**src/rtl/video_pkg.sv**
```systemverilog
// ---------------------------------------------------------------------------
// video_pkg
// Shared types and constants for the video/sprite blocks.
//   oam_dma_state_t       : state encoding of the OAM DMA engine
//   DMA_REG_ADDR_DEFAULT  : CPU address whose write starts an OAM DMA
//   OAM_DATA_ADDR_DEFAULT : video OAM data port written by the DMA
// ---------------------------------------------------------------------------
package video_pkg;

   typedef enum logic [2:0] {
      ST_IDLE  = 3'd0,
      ST_HALT  = 3'd1,
      ST_ALIGN = 3'd2,
      ST_READ  = 3'd3,
      ST_WRITE = 3'd4
   } oam_dma_state_t;

   localparam logic [15:0] DMA_REG_ADDR_DEFAULT  = 16'h4014;
   localparam logic [15:0] OAM_DATA_ADDR_DEFAULT = 16'h2004;

endpackage

```
**src/rtl/oam_dma.sv**
```systemverilog
// ---------------------------------------------------------------------------
// oam_dma
// Sprite OAM DMA engine. A CPU write to DMA_REG_ADDR latches a source page,
// halts the CPU and copies 256 bytes from {page, 00..FF} to OAM_DATA_ADDR,
// one read followed by one write per byte, one bus access per CPU cycle.
//
// Optional feature: define OAM_DMA_ODD_ALIGN_EN to insert one extra ALIGN
// cycle when the halt cycle falls on an odd CPU cycle (parity register = 1).
// Without it the CPU is always halted for 513 CPU cycles.
//
// Ports
//   I_clock    : system clock, rising edge
//   I_reset    : asynchronous reset, active low
//   I_cpu_ce   : one-clock pulse per CPU cycle; all state advances on it
//   I_cpu_addr : CPU address        I_cpu_wren : CPU write strobe
//   I_cpu_data : CPU write data
//   O_cpu_rdy  : 1 = CPU runs, 0 = CPU halted (bus owned by DMA)
//   O_bus_addr : DMA bus address    O_bus_rden / O_bus_wren : DMA strobes
//   O_bus_data : DMA write data     I_bus_data : read data, valid at the
//                                                CPU cycle ending a read
//   O_busy     : high whenever the engine is not idle
// ---------------------------------------------------------------------------
module oam_dma
   import video_pkg::*;
#(
   parameter logic [15:0] DMA_REG_ADDR  = DMA_REG_ADDR_DEFAULT,
   parameter logic [15:0] OAM_DATA_ADDR = OAM_DATA_ADDR_DEFAULT
)(
   input  logic        I_clock,
   input  logic        I_reset,
   input  logic        I_cpu_ce,
   input  logic [15:0] I_cpu_addr,
   input  logic        I_cpu_wren,
   input  logic [7:0]  I_cpu_data,
   output logic        O_cpu_rdy,
   output logic [15:0] O_bus_addr,
   output logic        O_bus_rden,
   output logic        O_bus_wren,
   output logic [7:0]  O_bus_data,
   input  logic [7:0]  I_bus_data,
   output logic        O_busy
);

   oam_dma_state_t state_reg;
   logic [7:0]     page_reg;
   logic [7:0]     index_reg;
   logic [7:0]     data_q_reg;
   logic           cpu_rdy_reg;
   logic           busy_reg;
   logic           bus_rden_reg;
   logic           bus_wren_reg;
   logic [15:0]    bus_addr_reg;

   logic [7:0]     index_inc;
   logic           align_take;
   logic           trigger;

   assign index_inc = index_reg + 8'd1;
   assign trigger   = I_cpu_wren && (I_cpu_addr == DMA_REG_ADDR);

`ifdef OAM_DMA_ODD_ALIGN_EN
   // Tracks odd/even CPU cycles so the first read lands on a fixed phase.
   logic parity_reg;

   always_ff @(posedge I_clock or negedge I_reset) begin
      if (!I_reset) begin
         parity_reg <= 1'b0;
      end else if (I_cpu_ce) begin
         parity_reg <= ~parity_reg;
      end
   end

   assign align_take = parity_reg;
`else
   assign align_take = 1'b0;
`endif

   // Outputs are registered: each transition loads the output values that
   // belong to the state being entered, so strobes only move on CPU cycles.
   always_ff @(posedge I_clock or negedge I_reset) begin
      if (!I_reset) begin
         state_reg    <= ST_IDLE;
         page_reg     <= 8'd0;
         index_reg    <= 8'd0;
         data_q_reg   <= 8'd0;
         cpu_rdy_reg  <= 1'b1;
         busy_reg     <= 1'b0;
         bus_rden_reg <= 1'b0;
         bus_wren_reg <= 1'b0;
         bus_addr_reg <= 16'd0;
      end else if (I_cpu_ce) begin
         unique case (state_reg)
            ST_IDLE: begin
               if (trigger) begin
                  page_reg    <= I_cpu_data;
                  index_reg   <= 8'd0;
                  state_reg   <= ST_HALT;
                  cpu_rdy_reg <= 1'b0;
                  busy_reg    <= 1'b1;
               end
            end
            ST_HALT: begin
               if (align_take) begin
                  state_reg <= ST_ALIGN;
               end else begin
                  state_reg    <= ST_READ;
                  bus_addr_reg <= {page_reg, index_reg};
                  bus_rden_reg <= 1'b1;
               end
            end
            ST_ALIGN: begin
               state_reg    <= ST_READ;
               bus_addr_reg <= {page_reg, index_reg};
               bus_rden_reg <= 1'b1;
            end
            ST_READ: begin
               data_q_reg   <= I_bus_data;
               state_reg    <= ST_WRITE;
               bus_addr_reg <= OAM_DATA_ADDR;
               bus_rden_reg <= 1'b0;
               bus_wren_reg <= 1'b1;
            end
            ST_WRITE: begin
               index_reg    <= index_inc;
               bus_wren_reg <= 1'b0;
               if (index_reg == 8'hFF) begin
                  state_reg    <= ST_IDLE;
                  cpu_rdy_reg  <= 1'b1;
                  busy_reg     <= 1'b0;
                  bus_addr_reg <= 16'd0;
               end else begin
                  state_reg    <= ST_READ;
                  bus_addr_reg <= {page_reg, index_inc};
                  bus_rden_reg <= 1'b1;
               end
            end
            default: begin
               state_reg    <= ST_IDLE;
               cpu_rdy_reg  <= 1'b1;
               busy_reg     <= 1'b0;
               bus_rden_reg <= 1'b0;
               bus_wren_reg <= 1'b0;
               bus_addr_reg <= 16'd0;
            end
         endcase
      end
   end

   assign O_cpu_rdy  = cpu_rdy_reg;
   assign O_busy     = busy_reg;
   assign O_bus_rden = bus_rden_reg;
   assign O_bus_wren = bus_wren_reg;
   assign O_bus_addr = bus_addr_reg;
   assign O_bus_data = data_q_reg;

endmodule

```
**config.mk**
```make
export PLATFORM = sky130hd
export DESIGN_NAME = oam_dma
export DESIGN_NICKNAME = d
export VERILOG_FILES = /design/src/rtl/video_pkg.sv /design/src/rtl/oam_dma.sv
export SDC_FILE = /design/constraint.sdc
export NUM_CORES = 1
export LEC_CHECK = 0
export ABC_AREA = 1
export BUFFER_PORTS_ARGS = -buffer_cell sky130_fd_sc_hd__buf_2
export CAP_MARGIN = 5
export CORE_MARGIN = 5
export CORE_UTILIZATION = 51
export DETAILED_ROUTE_END_ITERATION = 16
export PLACE_DENSITY = 0.78
export SETUP_SLACK_MARGIN = 0.02
export SYNTH_ARGS = -nofsm -noshare
export SYNTH_HDL_FRONTEND = slang
export SYNTH_SLANG_ARGS = --single-unit
```
**constraint.sdc**
```tcl
create_clock -name I_clock -period 2 [get_ports I_clock]
set_clock_uncertainty 0.15 [all_clocks]
set_input_delay 0.1 -clock I_clock [delete_from_list [all_inputs] [get_ports I_clock]]
set_output_delay 0.1 -clock I_clock [all_outputs]
set_load 0.02 [all_outputs]
```
==> flow_summary.ini <==
[synthesis]
async_reset_ff_share_pct = 100.0
synth_compound_area_share_pct = 5.918
synth_simple_gate_area_share_pct = 35.01
synth_edf_count = 0
synth_seq_cells = 47
yosys.area_share.adder_pct = 0.5531
synthXorXnorAreaFrac_pct = 0.7743
synth_top_family_by_area = simple AND/OR/NAND/NOR gates
synth_area_sq_um = 2262
yosysWarnings = 0
avgSynthCellArea_sq_um = 7.801
syn-num-nets = 327
synth_flop_cell = dfrtp_1
ys_seq_area_share_pct = 52.05
synth.distinct_cells = 24
yosys-mux-area-fraction_pct = 0
synth_cells = 290

[cts]
post_cts_buffers = 0
htree_levels = 2
ctsLongestPathBuffers = 2
cts_made_buffers = 5
cts_tree = yes
path_clk_slew_ns = 0.09
cts.sinks = 47
clock_tree.root_cell = clkbuf_8
clkLatencyLatePin_ns = 0.31
postCtsHoldBufs = 17
ctsResizeCount = 0

[floorplan]
die_w_um = 76.60
core_sq_um = 4324
num_rows = 24
die_height_um = 76.60
start_util_pct = 52.31
die_area_sq_um = 5868
io_pins = 64

[critical_path]
max_stage_delay_ns = 0.44
critPathKind = flop to flop
cpMostUsedCell = nand2_1
critical_path.cell_chain = nor2_4 -> nand2_2 -> nand2_2 -> nand2_1 -> nand2_1 -> nand2_1 -> nand2_1
crit_fanout = 10
r2r_slack_ns = 0.24
cpMaxStageDelayCell = dfrtp_1
worstRegToRegCells = 7
crit_arrival_ns = 1.85
endpoint_kind = flop
cp-start-kind = flop
cp.required_ns = 2.09

[routing]
wl_met3_um = 333
route.detailed.drc = 0
met2_length_um = 2772
vias = 2141
drt_iter0_drc = 122
topRoutingLayerUsed = met4
drtPass1Iterations = 4
drtAntennaViolNets = 0
drt-met1-wl_um = 2189
wl_per_cell_um = 12.62
routed_via_density = 4.968
wirelength_um = 5441

[timing]
final-max-slew-violation-count = 0
slew_headroom_pct = 47.50
setup-tns-final_ns = 0
worstMarginPinSlew_ns = 0.7875
finalCritPeriodShare_pct = 87.87
rsz0062_at_grt = no
hold_violations = 0
setup_violations = 0
min_period_ns = 1.757
max_freq_mhz = 569.0

[placement]
port_buffers = 63
dp_hpwl_um = 3905
placed_cell_area_sq_um = 2649
place_congestion = 0.8773

[power]
powerDensity_nw_per_um2 = 1060
vdd_drop_max_v = 0.0007255
leakage_nw = 1.660

[cells_and_area]
drive_above_1_share_pct = 24.54
fin_area_sq_um = 2934
layout.nets = 415
fillers = 362
area_growth_pct = 29.70
largest_reg_flops = 16
diodes = 0

[global_route]
gr-total-overflow = 0
grt_usage_pct = 19.74
antenna_found_initial = 0
grt_pass1_wl_um = 9508
grt_start_max_net_pins = 37
grt_pass1_vias = 2173

[run]
max_cap_violations = 0

[worst_hold_path]
min_path_cells = 4
hold_path.class = primary input to flop

[status]
status = complete, no violations
## kinds of logic (layout without fill, tap and decap cells)
logic type / Yosys count / in the layout
and+or+nand+nor: 187 / 187
DFF: 47 / 47
buffers and inverters: 30 / 119
AOI/OAI and AO/OA: 23 / 23
xor gates and xnor gates: 2 / 2
adders and majority gates: 1 / 1
## final timing paths
check	from	to
worst min register to register	O_cpu_rdy$_DFFE_PN1P_	O_cpu_rdy$_DFFE_PN1P_
min in group asynchronous	I_reset	O_bus_addr[4]$_DFFE_PN0P_
worst min-delay path	I_cpu_ce	O_bus_wren$_DFFE_PN0P_
worst max register to register	state_reg[1]$_DFFE_PN0P_	index_reg[4]$_DFFE_PN0P_
max in group asynchronous	I_reset	page_reg[7]$_DFFE_PN0P_
worst max-delay path	state_reg[1]$_DFFE_PN0P_	index_reg[4]$_DFFE_PN0P_
## final cells by class
type / instances / area, sq um / area share (%)
Timing Repair Buffer: 85 / 523.0 / 17.83
Sequential cell: 47 / 1177 / 40.13
Multi-Input combinational cell: 213 / 955.9 / 32.58
Tap cell: 52 / 65.06 / 2.217
Clock buffer: 5 / 68.82 / 2.345
Inverter: 26 / 97.59 / 3.326
Clock inverter: 3 / 46.29 / 1.578
## critical path: cells and delay by family, from the launching register on
kind,cells,cell delay [ns]
AND/OR/NAND/NOR,7,1.11
flip-flops,1,0.44
## cells in the mapped netlist (2+ instances only)
master   count  share of area (%)
nand3_1     31                6.9
buf_4        2               0.66
o21ai_1     11                2.4
nor2_1      17                2.8
o21ai_0      7                1.5
nand2_1    128                 21
a21oi_1      3               0.66
nand2_2      4                1.1
nor2_2       3               0.83
inv_2        5               0.83
inv_1       21                3.5
dfrtp_1     46                 51
## power breakdown
part,internal [W],switching [W],total (W)
Sequential,0.00113,0.000126,0.00126
Combinational,0.000353,0.000789,0.00114
Clock,0.000377,0.000335,0.000711
## stage by stage
stage	cells	hold slack [ns]	util, %	setup WS (ns)	power [W]
2_1_floorplan	290	-0.3456	-	0.5028	0.002026
3_3_place_gp	406	0.06597	61.26	0.2935	0.002368
3_5_place_dp	406	0.07925	61.26	0.2707	0.002394
4_1_cts	431	0.01087	67.85	0.2484	0.003125
5_1_grt	431	0.04267	67.85	0.08999	0.003329
6_report	431	0.01649	67.85	0.2425	0.003109
## placed cells by master (no fill, tap or decap), types with 3 or more instances in the layout
| cell | Yosys | routed |
|---|---|---|
| nand2_1 | 128 | 128 |
| nor2_2 | 3 | 3 |
| nor2_1 | 17 | 17 |
| dlygate4sd3_1 | 0 | 17 |
| nand3_1 | 31 | 31 |
| nand2_2 | 4 | 4 |
| clkbuf_8 | 0 | 5 |
| a21oi_1 | 3 | 3 |
| o21ai_0 | 7 | 7 |
| dfrtp_1 | 46 | 46 |
| o21ai_1 | 11 | 11 |
| buf_4 | 2 | 5 |
| inv_2 | 5 | 5 |
| buf_2 | 1 | 63 |
| inv_1 | 21 | 21 |
## routing by layer
metal	GRT usage, %	vias to the layer above
li1	-	1085
met4	8.392	0
met1	23.45	982
met5	0	-
met2	33.13	60
met3	5.674	14
(Power assumes the default switching activity.)
